## src/rtl/clk_switch_sequencer_if.sv

```systemverilog
// Handshake bundle between the clock-switch sequencer and the DCM / BUFGMUX / phase-shift logic.
// The master modport is the sequencer side; slave is the surrounding clock-management fabric.
interface clk_switch_sequencer_if;
  localparam int unsigned PHASE_W = 9;
  localparam int unsigned STATE_W = 3;

  logic               req_ext_clk_i;
  logic               dcm_locked_i;
  logic               dcm_clkfx_stopped_i;
  logic [PHASE_W-1:0] phase_target_i;
  logic               phase_done_i;
  logic               dcm_reset_o;
  logic               use_ext_clk_o;
  logic               phase_load_o;
  logic [PHASE_W-1:0] phase_value_o;
  logic               clk_ok_o;
  logic               fail_o;
  logic               lock_lost_o;
  logic [STATE_W-1:0] state_o;

  modport master (
    input  req_ext_clk_i, dcm_locked_i, dcm_clkfx_stopped_i, phase_target_i, phase_done_i,
    output dcm_reset_o, use_ext_clk_o, phase_load_o, phase_value_o, clk_ok_o, fail_o,
           lock_lost_o, state_o
  );

  modport slave (
    output req_ext_clk_i, dcm_locked_i, dcm_clkfx_stopped_i, phase_target_i, phase_done_i,
    input  dcm_reset_o, use_ext_clk_o, phase_load_o, phase_value_o, clk_ok_o, fail_o,
           lock_lost_o, state_o
  );
endinterface

```

## src/rtl/clk_switch_sequencer.sv

```systemverilog
// ADC clock-source switch sequencer: DCM reset, lock wait, phase load, mux flip, lock monitoring
// and bounded retries. Runs on the always-present internal clock.
module clk_switch_sequencer #(
  parameter int unsigned RST_CYCLES    = 3,
  parameter int unsigned LOCK_TIMEOUT  = 65535,
  parameter int unsigned SETTLE_CYCLES = 16,
  parameter int unsigned MAX_RETRIES   = 3
) (
  input logic                   clk_i,
  input logic                   reset_i,
  clk_switch_sequencer_if.master bus
);
  localparam int unsigned CNT_W   = 16;
  localparam int unsigned RETRY_W = 4;
  localparam int unsigned PHASE_W = 9;

  localparam logic [2:0] S_INT       = 3'd0;
  localparam logic [2:0] S_DCM_RST   = 3'd1;
  localparam logic [2:0] S_WAIT_LOCK = 3'd2;
  localparam logic [2:0] S_PHASE     = 3'd3;
  localparam logic [2:0] S_SETTLE    = 3'd4;
  localparam logic [2:0] S_EXT       = 3'd5;
  localparam logic [2:0] S_FAIL      = 3'd6;

  logic [2:0]         state_q, state_d;
  logic [CNT_W-1:0]   cnt_q, cnt_d;
  logic [RETRY_W-1:0] retry_q, retry_d;
  logic               dcm_reset_q, dcm_reset_d;
  logic               use_ext_q, use_ext_d;
  logic               phase_load_q, phase_load_d;
  logic [PHASE_W-1:0] phase_value_q, phase_value_d;
  logic               clk_ok_q, clk_ok_d;
  logic               fail_q, fail_d;
  logic               lock_lost_q, lock_lost_d;
  logic               lock_ok_c;
  logic               retry_go_c;
  logic               withdraw_c;

  assign lock_ok_c  = bus.dcm_locked_i & ~bus.dcm_clkfx_stopped_i;
  assign withdraw_c = ~bus.req_ext_clk_i && (state_q != S_INT) && (state_q != S_FAIL);

  // Next-state and next-output decode; every output is registered below
  always_comb begin
    state_d       = state_q;
    retry_d       = retry_q;
    dcm_reset_d   = dcm_reset_q;
    use_ext_d     = use_ext_q;
    phase_load_d  = 1'b0;
    phase_value_d = phase_value_q;
    clk_ok_d      = clk_ok_q;
    fail_d        = fail_q;
    lock_lost_d   = lock_lost_q;
    retry_go_c    = 1'b0;

    case (state_q)
      S_INT: begin
        retry_d     = '0;
        dcm_reset_d = 1'b1;
        use_ext_d   = 1'b0;
        clk_ok_d    = 1'b1;
        fail_d      = 1'b0;
        if (bus.req_ext_clk_i) begin
          state_d  = S_DCM_RST;
          clk_ok_d = 1'b0;
        end
      end
      S_DCM_RST: begin
        dcm_reset_d = 1'b1;
        if (cnt_q == CNT_W'(RST_CYCLES - 1)) begin
          state_d     = S_WAIT_LOCK;
          dcm_reset_d = 1'b0;
        end
      end
      S_WAIT_LOCK: begin
        if (lock_ok_c) begin
          state_d       = S_PHASE;
          phase_load_d  = 1'b1;
          phase_value_d = bus.phase_target_i;
        end else if (cnt_q == CNT_W'(LOCK_TIMEOUT - 1)) begin
          retry_go_c = 1'b1;
        end
      end
      S_PHASE: begin
        // The strobe cycle itself ignores phase_done, which may still show the previous idle level
        if (!lock_ok_c) begin
          retry_go_c = 1'b1;
        end else if (!phase_load_q && bus.phase_done_i) begin
          state_d   = S_SETTLE;
          use_ext_d = 1'b1;
        end
      end
      S_SETTLE: begin
        if (!lock_ok_c) begin
          use_ext_d  = 1'b0;
          retry_go_c = 1'b1;
        end else if (cnt_q == CNT_W'(SETTLE_CYCLES - 1)) begin
          state_d  = S_EXT;
          clk_ok_d = 1'b1;
          retry_d  = '0;
        end
      end
      S_EXT: begin
        if (!lock_ok_c) begin
          use_ext_d   = 1'b0;
          clk_ok_d    = 1'b0;
          lock_lost_d = 1'b1;
          retry_go_c  = 1'b1;
        end else if ((bus.phase_target_i != phase_value_q) && bus.phase_done_i && !phase_load_q) begin
          phase_load_d  = 1'b1;
          phase_value_d = bus.phase_target_i;
        end
      end
      S_FAIL: begin
        dcm_reset_d = 1'b1;
        use_ext_d   = 1'b0;
        clk_ok_d    = 1'b1;
        fail_d      = 1'b1;
        if (!bus.req_ext_clk_i) begin
          state_d     = S_INT;
          fail_d      = 1'b0;
          retry_d     = '0;
          lock_lost_d = 1'b0;
        end
      end
      default: state_d = S_INT;
    endcase

    if (retry_go_c) begin
      dcm_reset_d = 1'b1;
      if (retry_q < RETRY_W'(MAX_RETRIES)) begin
        retry_d = retry_q + RETRY_W'(1);
        state_d = S_DCM_RST;
      end else begin
        state_d   = S_FAIL;
        use_ext_d = 1'b0;
        clk_ok_d  = 1'b1;
        fail_d    = 1'b1;
      end
    end

    // Withdrawal outranks lock loss and timeout; any pending phase load is dropped
    if (withdraw_c) begin
      state_d       = S_INT;
      retry_d       = '0;
      dcm_reset_d   = 1'b1;
      use_ext_d     = 1'b0;
      phase_load_d  = 1'b0;
      phase_value_d = phase_value_q;
      clk_ok_d      = 1'b1;
      fail_d        = 1'b0;
      lock_lost_d   = 1'b0;
    end

    cnt_d = (state_d != state_q) ? '0 : cnt_q + CNT_W'(1);
  end

  always_ff @(posedge clk_i) begin
    if (reset_i) begin
      state_q       <= S_INT;
      cnt_q         <= '0;
      retry_q       <= '0;
      dcm_reset_q   <= 1'b1;
      use_ext_q     <= 1'b0;
      phase_load_q  <= 1'b0;
      phase_value_q <= '0;
      clk_ok_q      <= 1'b1;
      fail_q        <= 1'b0;
      lock_lost_q   <= 1'b0;
    end else begin
      state_q       <= state_d;
      cnt_q         <= cnt_d;
      retry_q       <= retry_d;
      dcm_reset_q   <= dcm_reset_d;
      use_ext_q     <= use_ext_d;
      phase_load_q  <= phase_load_d;
      phase_value_q <= phase_value_d;
      clk_ok_q      <= clk_ok_d;
      fail_q        <= fail_d;
      lock_lost_q   <= lock_lost_d;
    end
  end

  assign bus.state_o       = state_q;
  assign bus.dcm_reset_o   = dcm_reset_q;
  assign bus.use_ext_clk_o = use_ext_q;
  assign bus.phase_load_o  = phase_load_q;
  assign bus.phase_value_o = phase_value_q;
  assign bus.clk_ok_o      = clk_ok_q;
  assign bus.fail_o        = fail_q;
  assign bus.lock_lost_o   = lock_lost_q;
endmodule

```

## src/flat_wrapper.sv

```systemverilog
// flat-port wrapper written by rule: the top's interface ports become plain ports
module clk_switch_sequencer_flat 
#(
  parameter int unsigned RST_CYCLES    = 3,
  parameter int unsigned LOCK_TIMEOUT  = 65535,
  parameter int unsigned SETTLE_CYCLES = 16,
  parameter int unsigned MAX_RETRIES   = 3
)
  (clk_i, reset_i, bus_req_ext_clk_i, bus_dcm_locked_i, bus_dcm_clkfx_stopped_i, bus_phase_target_i, bus_phase_done_i, bus_dcm_reset_o, bus_use_ext_clk_o, bus_phase_load_o, bus_phase_value_o, bus_clk_ok_o, bus_fail_o, bus_lock_lost_o, bus_state_o);
  clk_switch_sequencer_if bus_i ();
  input logic clk_i;
  input logic reset_i;
  input wire logic [$bits(bus_i.req_ext_clk_i)-1:0] bus_req_ext_clk_i;
  input wire logic [$bits(bus_i.dcm_locked_i)-1:0] bus_dcm_locked_i;
  input wire logic [$bits(bus_i.dcm_clkfx_stopped_i)-1:0] bus_dcm_clkfx_stopped_i;
  input wire logic [$bits(bus_i.phase_target_i)-1:0] bus_phase_target_i;
  input wire logic [$bits(bus_i.phase_done_i)-1:0] bus_phase_done_i;
  output wire logic [$bits(bus_i.dcm_reset_o)-1:0] bus_dcm_reset_o;
  output wire logic [$bits(bus_i.use_ext_clk_o)-1:0] bus_use_ext_clk_o;
  output wire logic [$bits(bus_i.phase_load_o)-1:0] bus_phase_load_o;
  output wire logic [$bits(bus_i.phase_value_o)-1:0] bus_phase_value_o;
  output wire logic [$bits(bus_i.clk_ok_o)-1:0] bus_clk_ok_o;
  output wire logic [$bits(bus_i.fail_o)-1:0] bus_fail_o;
  output wire logic [$bits(bus_i.lock_lost_o)-1:0] bus_lock_lost_o;
  output wire logic [$bits(bus_i.state_o)-1:0] bus_state_o;
  assign bus_i.req_ext_clk_i = bus_req_ext_clk_i;
  assign bus_i.dcm_locked_i = bus_dcm_locked_i;
  assign bus_i.dcm_clkfx_stopped_i = bus_dcm_clkfx_stopped_i;
  assign bus_i.phase_target_i = bus_phase_target_i;
  assign bus_i.phase_done_i = bus_phase_done_i;
  assign bus_dcm_reset_o = bus_i.dcm_reset_o;
  assign bus_use_ext_clk_o = bus_i.use_ext_clk_o;
  assign bus_phase_load_o = bus_i.phase_load_o;
  assign bus_phase_value_o = bus_i.phase_value_o;
  assign bus_clk_ok_o = bus_i.clk_ok_o;
  assign bus_fail_o = bus_i.fail_o;
  assign bus_lock_lost_o = bus_i.lock_lost_o;
  assign bus_state_o = bus_i.state_o;
  clk_switch_sequencer #(.RST_CYCLES(RST_CYCLES), .LOCK_TIMEOUT(LOCK_TIMEOUT), .SETTLE_CYCLES(SETTLE_CYCLES), .MAX_RETRIES(MAX_RETRIES)) u_core (.clk_i(clk_i), .reset_i(reset_i), .bus(bus_i));
endmodule
```

## config.mk

```make
export PLATFORM = sky130hd
export DESIGN_NAME = clk_switch_sequencer_flat
export DESIGN_NICKNAME = d
export VERILOG_FILES = /design/src/rtl/clk_switch_sequencer_if.sv /design/src/rtl/clk_switch_sequencer.sv /design/src/flat_wrapper.sv
export SDC_FILE = /design/constraint.sdc
export NUM_CORES = 1
export LEC_CHECK = 0
export CAP_MARGIN = 20
export CORE_ASPECT_RATIO = 0.6
export CORE_MARGIN = 8
export CORE_UTILIZATION = 25
export CTS_BUF_LIST = sky130_fd_sc_hd__clkbuf_4 sky130_fd_sc_hd__clkbuf_8
export DETAILED_ROUTE_END_ITERATION = 12
export HOLD_SLACK_MARGIN = 0.06
export PLACE_DENSITY = 0.38
export SLEW_MARGIN = 20
export SYNTH_ARGS = -nofsm -noshare
export SYNTH_HDL_FRONTEND = slang
export SYNTH_SLANG_ARGS = --single-unit
```

## constraint.sdc

```tcl
create_clock -name clk_i -period 5.15 [get_ports clk_i]
set_clock_uncertainty 0.05 [all_clocks]
set_input_delay 1.03 -clock clk_i [delete_from_list [all_inputs] [get_ports clk_i]]
set_output_delay 1.03 -clock clk_i [all_outputs]
set_load 0.02 [all_outputs]
```

==> impl_metrics.toml, run 1 <==
[sta]
clock.fmax_ghz = 0.267
setup_violations = 0
layout_min_cycle_time_ps = 3740
min_period_over_period = 0.727
rsz0062_at_grt = "false"
hold_violations = 0
maxSlewViolCount = 0
fin_setup_tns_ps = 0
max_slew_margin = 0.368
worst_hold_slack_ps = 426
tightestPinTransition_ps = 948

[global_route]
grt_overflow = 0
grt_max_degree = 41
grt_pass1_wl_um = 13200
grt_usage = 0.121
antenna_found_initial = 0
grt_pass1_vias = 2232

[synth]
syn_area_um2 = 2620
syn_inst = 290
synth_top_area_cell = "dfxtp_1"
synth_nets = 308
ys.flop_type = "dfxtp_1"
postSynthAreaPerCell_um2 = 9.05
seq_area_frac_synth = 0.290
async_reset_ff_frac = 0
synth.top_cell.area_share = 0.290
ys_types = 64
synth-seq-cells = 38
synth_edf_count = 0
ys_warn_count = 0
synth_top_cells_by_area = "dfxtp_1 29%, o32ai_2 6.2%, o211ai_1 5.2%"

[pwr]
p_leak_nw = 1.10
power_frac_comb = 0.220
clkPwrFrac = 0.354
p_sw_uw = 233
switching_share = 0.319
max-vdd-ir-drop_mv = 0.0907
p_per_area_nw_per_um2 = 231
p_int_uw = 498
fin_total_pwr_uw = 731
seq_power_share = 0.426

[floorplanning]
floorplan.initialDensity = 0.253
coreArea_um2 = 10400
ioPinCount = 33
dieArea_um2 = 14100
die_h_um = 95.4
die_w_um = 148
row_count = 29

[route]
routed_wl_um = 8300
final_antenna_net_count = 0
drt-pass1-iter-count = 4
vias_per_cell = 5.22
wl_per_cell_um = 18.2
drc = 0
drt-initial-drc-count = 195
vias = 2375

[final_layout]
antennaDiodeCount = 0
synthToLayoutAreaGrowth_pct = 20.8
final_cells = 455
mostFrequentLayoutCells = "38 x dfxtp_1, 32 x clkdlybuf4s50_1, 21 x nor2_1"
final_common_cell = "dfxtp_1"
num-fill-cells = 1106
layout.nets = 333
drive_above_1_share = 0.149

[worst_setup_path]
cp.arrival_ps = 3910
critPathMaxFanout = 18
worstPathRequired_ps = 5310
worstSetupPathType = "primary input to flip-flop"
start_kind = "primary input"
cp-end-kind = "flip-flop"

[clock_network]
clkTransAtPathRegs_ps = 80
cts_root_buf = "clkbuf_8"
clk_latency_ps = 310
cts-hold-fix-buffers = 0
numCtsBuffers = 5
cts_sinks = 38
cts-resized-gates = 0
clockBufferDepth = 2
cts_setup_buffers = 0
htree_levels = 2
cts_tree = "done"

[hold_path]
hold_class = "flip-flop to flip-flop"

[placed_design]
dpl.cell_count = 447
numPortBuffers = 32
place_hpwl_um = 5920
gp_congestion = 0.798

[flow_run]
cap_violations = 0

[outcome]
outcome = "completed"
==> cell usage after synthesis (all sizes together) (2+ instances only) <==
| cell type | number |
|---|---|
| o21ai | 10 |
| nor4 | 4 |
| dfxtp | 38 |
| xnor2 | 9 |
| nand2 | 18 |
| nor3b | 2 |
| ha | 3 |
| o211ai | 18 |
| a31oi | 3 |
| nand4 | 20 |
| nor2b | 4 |
| nand3 | 13 |
| nand2b | 5 |
| nor3 | 6 |
| clkbuf | 10 |
| inv | 4 |
| xor2 | 15 |
| buf | 11 |
| o32ai | 16 |
| mux2i | 11 |
| and4 | 3 |
| a31o | 3 |
| nor2 | 22 |
| and3 | 5 |
| a22oi | 2 |
| or3 | 3 |
| a21oi | 9 |
| a211oi | 3 |
==> sequential cells by signal (all words and copies together) (netlist names) <==
name and flops:
u_core.bus.fail_o 1, u_core.cnt_q 16, u_core.bus.lock_lost_o 1, u_core.bus.dcm_reset_o 1
u_core.bus.state_o 3, u_core.bus.use_ext_clk_o 1, u_core.bus.phase_value_o 9, u_core.retry_q 4
u_core.bus.clk_ok_o 1, u_core.bus.phase_load_o 1
==> per-layer routing <==
layer | GRT usage | part of all wire | wire length, um | vias up
met2 | 0.154 | 0.37 | 3100 | 69
met1 | 0.191 | 0.57 | 4690 | 1135
met5 | 0 | 0 | 0 | -
li1 | - | - | - | 1163
met3 | 0.0232 | 0.049 | 410 | 8
met4 | 0.0380 | 0.012 | 97 | 0
==> power groups by stage <==
| stage | logic, mW | clock network [mW] | registers [mW] |
|---|---|---|---|
| 2_1_floorplan | 0.104 | 0 | 0.318 |
| 3_3_place_gp | 0.162 | 0 | 0.319 |
| 3_5_place_dp | 0.160 | 0 | 0.319 |
| 4_1_cts | 0.161 | 0.272 | 0.312 |
| 5_1_grt | 0.175 | 0.283 | 0.313 |
| 6_report | 0.161 | 0.259 | 0.312 |
==> critical path: stages <==
cell	delay [ps]
clkdlybuf4s50_1	480
nor4bb_1	760
o22ai_1	160
nand2_1	160
o311ai_4	310
a221o_1	750
o32ai_1	230
==> worst paths after layout <==
check,start,to,slack (ps),cells past startpoint
setup reg to reg,u_core.cnt_q[0],u_core.cnt_q[12],1930,7
hold reg to reg,u_core.retry_q[1],u_core.retry_q[1],430,2
setup / recovery,bus_phase_done_i,u_core.cnt_q[2],1410,7
hold / removal,u_core.retry_q[1],u_core.retry_q[1],430,2
==> per-stage QoR <==
stage / setup slack [ps] / utilization / instance area (um2)
2_1_floorplan: 2320 / - / 2620
3_3_place_gp: 1250 / 0.295 / 3060
3_5_place_dp: 1140 / 0.295 / 3060
4_1_cts: 1460 / 0.306 / 3170
5_1_grt: 1190 / 0.306 / 3170
6_report: 1410 / 0.306 / 3170
==> cell type report <==
type                       count  area, um2  area share
inverter                       4       15.0     0.00474
multi-input combinational    227       1740       0.549
sequential                    38        761       0.240
clock inverter                 3       40.0      0.0126
timing repair buffer          39        373       0.118
tap                          139        174      0.0549
clock buffer                   5       68.8      0.0217
==> cells by family after synthesis <==
logic type / Yosys count / synth area share
and+or+nand+nor: 112 / 0.248
AOI/OAI and AO/OA: 77 / 0.277
muxes: 11 / 0.0434
adders and majority gates: 3 / 0.0143
xor gates and xnor gates: 24 / 0.0801
DFF: 38 / 0.290
buffers and inverters: 25 / 0.0472
Note: power is estimated with default switching activity, not from simulation.
==> inputs of run 2 (changes only) <==
--- a/config.mk
+++ b/config.mk
@@ -12,7 +12,7 @@
 export CTS_BUF_LIST = sky130_fd_sc_hd__clkbuf_4 sky130_fd_sc_hd__clkbuf_8
 export DETAILED_ROUTE_END_ITERATION = 12
 export HOLD_SLACK_MARGIN = 0.06
-export PLACE_DENSITY = 0.38
+export PLACE_DENSITY = 0.4
 export SLEW_MARGIN = 20
 export SYNTH_ARGS = -nofsm -noshare
 export SYNTH_HDL_FRONTEND = slang
==> constraint.sdc (replaced) <==
create_clock -name clk_i -period 3.2 [get_ports clk_i]
set_clock_uncertainty 0.05 [all_clocks]
set_input_delay 0.64 -clock clk_i [delete_from_list [all_inputs] [get_ports clk_i]]
set_output_delay 0.64 -clock clk_i [all_outputs]
set_load 0.02 [all_outputs]
==> run 2 against run 1 <==
Effect of this change: first-iteration DRC count grew 55%; sequential power is 61% higher; clock-buffer cell count rose by 2; sequential cell count is the same; register-to-register slack lost 1400 ps; sequential share of layout area shrank 0.46 points; clock power grew 32%; die area unchanged; via count is 1.1% higher; core utilization rose by 0.60 points; setup slack lost 980 ps; critical path depth up 1.
==> impl_metrics.toml, run 2 (same netlist as run 1, synthesis figures left out) <==
[floorplanning]
row_count = 29
ioPinCount = 33
floorplan.initialDensity = 0.253
dieArea_um2 = 14100
die_h_um = 95.4
coreArea_um2 = 10400
die_w_um = 148

[flow_run]
cap_violations = 0

[route]
routed_wl_um = 8150
wl_per_cell_um = 17.6
drc = 0
vias_per_cell = 5.18
drt-initial-drc-count = 303
vias = 2402
drt-pass1-iter-count = 4
final_antenna_net_count = 0

[clock_network]
cts_root_buf = "clkbuf_8"
cts-hold-fix-buffers = 0
htree_levels = 2
clkTransAtPathRegs_ps = 80
cts_sinks = 38
numCtsBuffers = 5
cts_tree = "done"
cts-resized-gates = 0
cts_setup_buffers = 0
clk_latency_ps = 300
clockBufferDepth = 2

[final_layout]
multi_input_area_um2 = 1740
mostFrequentLayoutCells = "38 x dfxtp_1, 32 x clkdlybuf4s50_1, 21 x nor2_1"
synthToLayoutAreaGrowth_pct = 23.2
final_common_cell = "dfxtp_1"
postLayoutCellArea_um2 = 3230
regMostFlops = "u_core.cnt_q"
num-fill-cells = 1102
regArea_um2 = 761
largest_reg_flops = 16
layout.nets = 343
fin_util = 0.312
antennaDiodeCount = 0
drive_above_1_share = 0.172

[placed_design]
place_hpwl_um = 6160
pre_cts_slack_ps = 126
placed_cell_area_um2 = 3150
gp_congestion = 0.788
numPortBuffers = 32

[sta]
fin_setup_tns_ps = 0
maxSlewViolCount = 0
max_slew_margin = 0.499
min_period_over_period = 0.866
tightestPinTransition_ps = 745
setup_violations = 0
hold_violations = 0
layout_min_cycle_time_ps = 2770
worst_slack_ps = 430
clock.fmax_ghz = 0.361
rsz0062_at_grt = "false"

[worst_setup_path]
worstSetupPathType = "primary input to flip-flop"
cp-end-kind = "flip-flop"
critPathMaxFanout = 16
start_kind = "primary input"
worstPathRequired_ps = 3340
cp.arrival_ps = 2910

[global_route]
grt_overflow = 0
grt_pass1_vias = 2317
grt_usage = 0.117
grt_pass1_wl_um = 13000
grt_max_degree = 20
antenna_found_initial = 0

[pwr]
p_leak_nw = 1.14
max-vdd-ir-drop_mv = 0.128
p_per_area_nw_per_um2 = 349
fin_total_pwr_mw = 1.13

[outcome]
outcome = "completed"

[hold_path]
hold_class = "flip-flop to flip-flop"
## run 2: cell types whose count changed in the layout (fill, tap and decap cells not counted)
cell | before | now
buf_4 | 7 | 16
clkbuf_4 | 0 | 2
clkinv_2 | 2 | 0
buf_12 | 0 | 1
bufinv_16 | 1 | 0
## run 2: layer usage
| layer | GRT usage | vias to the layer above | wire (um) |
|---|---|---|---|
| met4 | 0.0321 | 0 | 66 |
| met5 | 0 | - | 0 |
| met2 | 0.155 | 67 | 3060 |
| met1 | 0.180 | 1146 | 4680 |
| met3 | 0.0256 | 5 | 347 |
| li1 | - | 1184 | - |
## run 2: final timing paths
| kind | start | endpoint | slack [ps] | cells past startpoint |
|---|---|---|---|---|
| worst max-delay path | bus_dcm_clkfx_stopped_i | u_core.cnt_q[1] | 430 | 8 |
| worst min-delay path | u_core.retry_q[1] | u_core.retry_q[1] | 430 | 2 |
| worst max register to register | u_core.cnt_q[1] | u_core.cnt_q[1] | 540 | 8 |
| worst min register to register | u_core.retry_q[1] | u_core.retry_q[1] | 430 | 2 |
## run 2: worst max-delay path, stage by stage
cell,delay (ps)
clkdlybuf4s50_1,480
and4bb_2,400
nand4_1,150
o2bb2a_2,320
a31o_1,230
a221o_1,310
buf_4,210
o32ai_1,160
## run 2: per-stage QoR
stage          std cells  hold WS (ps)
2_1_floorplan        290           402
3_3_place_gp         457           415
3_5_place_dp         457           425
4_1_cts              464           437
5_1_grt              464           463
6_report             464           427
## run 2: layout make-up
cell class / instances / area share
multi-input combinational: 227 / 0.538
inverter: 4 / 0.00464
tap: 139 / 0.0538
timing repair buffer: 49 / 0.142
sequential: 38 / 0.235
clock buffer: 7 / 0.0259
## run 2: report_power, final
part,internal (mW),switching (mW),total (mW)
Clock,0.167,0.175,0.342
Sequential,0.483,0.0186,0.501
Combinational,0.112,0.173,0.285
==> inputs of run 3 (changes only) <==
--- a/config.mk
+++ b/config.mk
@@ -8,11 +8,12 @@
 export CAP_MARGIN = 20
 export CORE_ASPECT_RATIO = 0.6
 export CORE_MARGIN = 8
-export CORE_UTILIZATION = 25
+export CORE_UTILIZATION = 52
 export CTS_BUF_LIST = sky130_fd_sc_hd__clkbuf_4 sky130_fd_sc_hd__clkbuf_8
 export DETAILED_ROUTE_END_ITERATION = 12
 export HOLD_SLACK_MARGIN = 0.06
-export PLACE_DENSITY = 0.4
+export PLACE_DENSITY = 0.84
+export RECOVER_POWER = 50
 export SLEW_MARGIN = 20
 export SYNTH_ARGS = -nofsm -noshare
 export SYNTH_HDL_FRONTEND = slang
==> run 3 against run 2 <==
Effect of this change: die area fell by 46%; sequential power barely moved; routed wire length fell by 9.0%; clock-buffer cell count fell by 2; global-route usage rose by 7.5 points; critical endpoint is now u_core.cnt_q[10]; largest cell class unchanged; largest power group unchanged.
==> impl_metrics.toml, run 3 (same netlist as run 1, synthesis figures left out) <==
[clock_network]
clkTransAtPathRegs_ps = 80
htree_levels = 2
cts-hold-fix-buffers = 0
cts_root_buf = "clkbuf_8"
clockBufferDepth = 2
cts_tree = "done"
cts-resized-gates = 0
clk_latency_ps = 290
cts_setup_buffers = 0
cts_sinks = 38
numCtsBuffers = 5

[route]
drt-pass1-iter-count = 5
vias_per_cell = 6.54
final_antenna_net_count = 0
routed_wl_um = 7420
drc = 0
drt-initial-drc-count = 340
vias = 2545
wl_per_cell_um = 19.1

[floorplanning]
ioPinCount = 33
dieArea_um2 = 7650
die_w_um = 108
coreArea_um2 = 4950
die_h_um = 71.0
row_count = 20
floorplan.initialDensity = 0.530

[sta]
maxSlewViolCount = 0
worst_hold_slack_ps = 428
clock.fmax_ghz = 0.356
hold_violations = 0
fin_setup_tns_ps = 0
min_period_over_period = 0.878
max_slew_margin = 0.411
worst_slack_ps = 391
layout_min_cycle_time_ps = 2810
rsz0062_at_grt = "false"
setup_violations = 0
tightestPinTransition_ps = 876

[worst_setup_path]
cp_slowest_cell = "clkbuf_2"
start_kind = "flip-flop"
critPathMaxFanout = 33
cp_cell_sequence = "clkbuf_2, xor2_1, o21bai_2, nor2_1, a311oi_4, buf_4, o211ai_1, o32ai_2"
critPathLaunch = "u_core.bus.state_o[1]"
crit_family = "compound AO/OA/AOI/OAI gates"
cp.arrival_ps = 2970
r2r_start = "u_core.bus.state_o[1]"
cpPeakStageDelay_ps = 630
worstPathRequired_ps = 3360
worstSetupPathType = "flip-flop to flip-flop"
crit_buf_inv = 2
cp-end-kind = "flip-flop"

[final_layout]
num-fill-cells = 404
layout.nets = 340
antennaDiodeCount = 0
mostFrequentLayoutCells = "38 x dfxtp_1, 21 x nor2_1, 20 x nand4_1"
largest_reg_flops = 16
regMostFlops = "u_core.cnt_q"
final_common_cell = "dfxtp_1"
drive_above_1_share = 0.164
fin_util = 0.633
synthToLayoutAreaGrowth_pct = 19.6

[global_route]
grt_max_degree = 34
grt_pass1_wl_um = 12000
antenna_found_initial = 0
grt_pass1_vias = 2330
grt_usage = 0.192
grt_overflow = 0

[pwr]
p_sw_uw = 366
p_int_uw = 816
clkPwrFrac = 0.346
seq_power_share = 0.424
max-vdd-ir-drop_mv = 0.226
p_per_area_nw_per_um2 = 377
switching_share = 0.310
power_frac_comb = 0.230
p_leak_nw = 1.18

[flow_run]
cap_violations = 0

[placed_design]
pre_cts_slack_ps = 163
place_hpwl_um = 5290
numPortBuffers = 32
gp_congestion = 0.985

[hold_path]
min_from = "u_core.retry_q[1]"
hold_class = "flip-flop to flip-flop"

[outcome]
outcome = "completed"
## run 3: cell types whose count changed in the layout (fill, tap and decap cells not counted)
cell,change
dlygate4sd3_1,+17
clkbuf_1,+1
clkdlybuf4s50_1,-17
clkinv_2,+2
buf_4,-5
clkbuf_2,+1
bufinv_16,+1
clkbuf_4,-2
## run 3: per-stage QoR
step | std cells | total power, mW | instance area [um2]
floorplan | 290 | 0.679 | 2620
global placement | 381 | 0.775 | 3040
detailed placement | 381 | 0.780 | 3040
CTS | 389 | 1.18 | 3140
global route | 389 | 1.23 | 3140
finish | 389 | 1.18 | 3140
## run 3: power by group through the flow
stage                     Clock [mW]  Combinational [mW]  Sequential, mW
after floorplan                    0               0.167           0.512
after global placement             0               0.263           0.512
after detailed placement           0               0.267           0.513
after CTS                      0.411               0.268           0.501
after global routing           0.436               0.287           0.503
final                          0.409               0.272           0.502
## run 3: path summary, 6_finish.rpt
path                                          end  slack [ps]  cells past startpoint
worst max-delay path             u_core.cnt_q[10]         390                      8
worst min-delay path            u_core.retry_q[1]         430                      2
worst max register to register   u_core.cnt_q[10]         390                      8
worst min register to register  u_core.retry_q[1]         430                      2
## run 3: final cells by class
cell class	instances	area, um2	share of cell area
clock buffers	5	68.8	0.0219
well taps	66	82.6	0.0263
inverters	4	15.0	0.00478
repair buffers	46	432	0.138
multi-input cells	227	1740	0.554
clock inverters	3	40.0	0.0128
flip-flops and latches	38	761	0.242
## run 3: layer usage
metal  share of wire  global-route usage  routed length [um]
met1            0.46               0.272                3410
met2            0.42               0.271                3120
met3            0.11              0.0617                 803
met4           0.011              0.0459                  80
met5               0                   0                   0
## run 3: tightest hold or removal path, stage by stage (launching register included)
cell     delay [ps]
dfxtp_1         320
nand3_1          60
a21oi_1          60
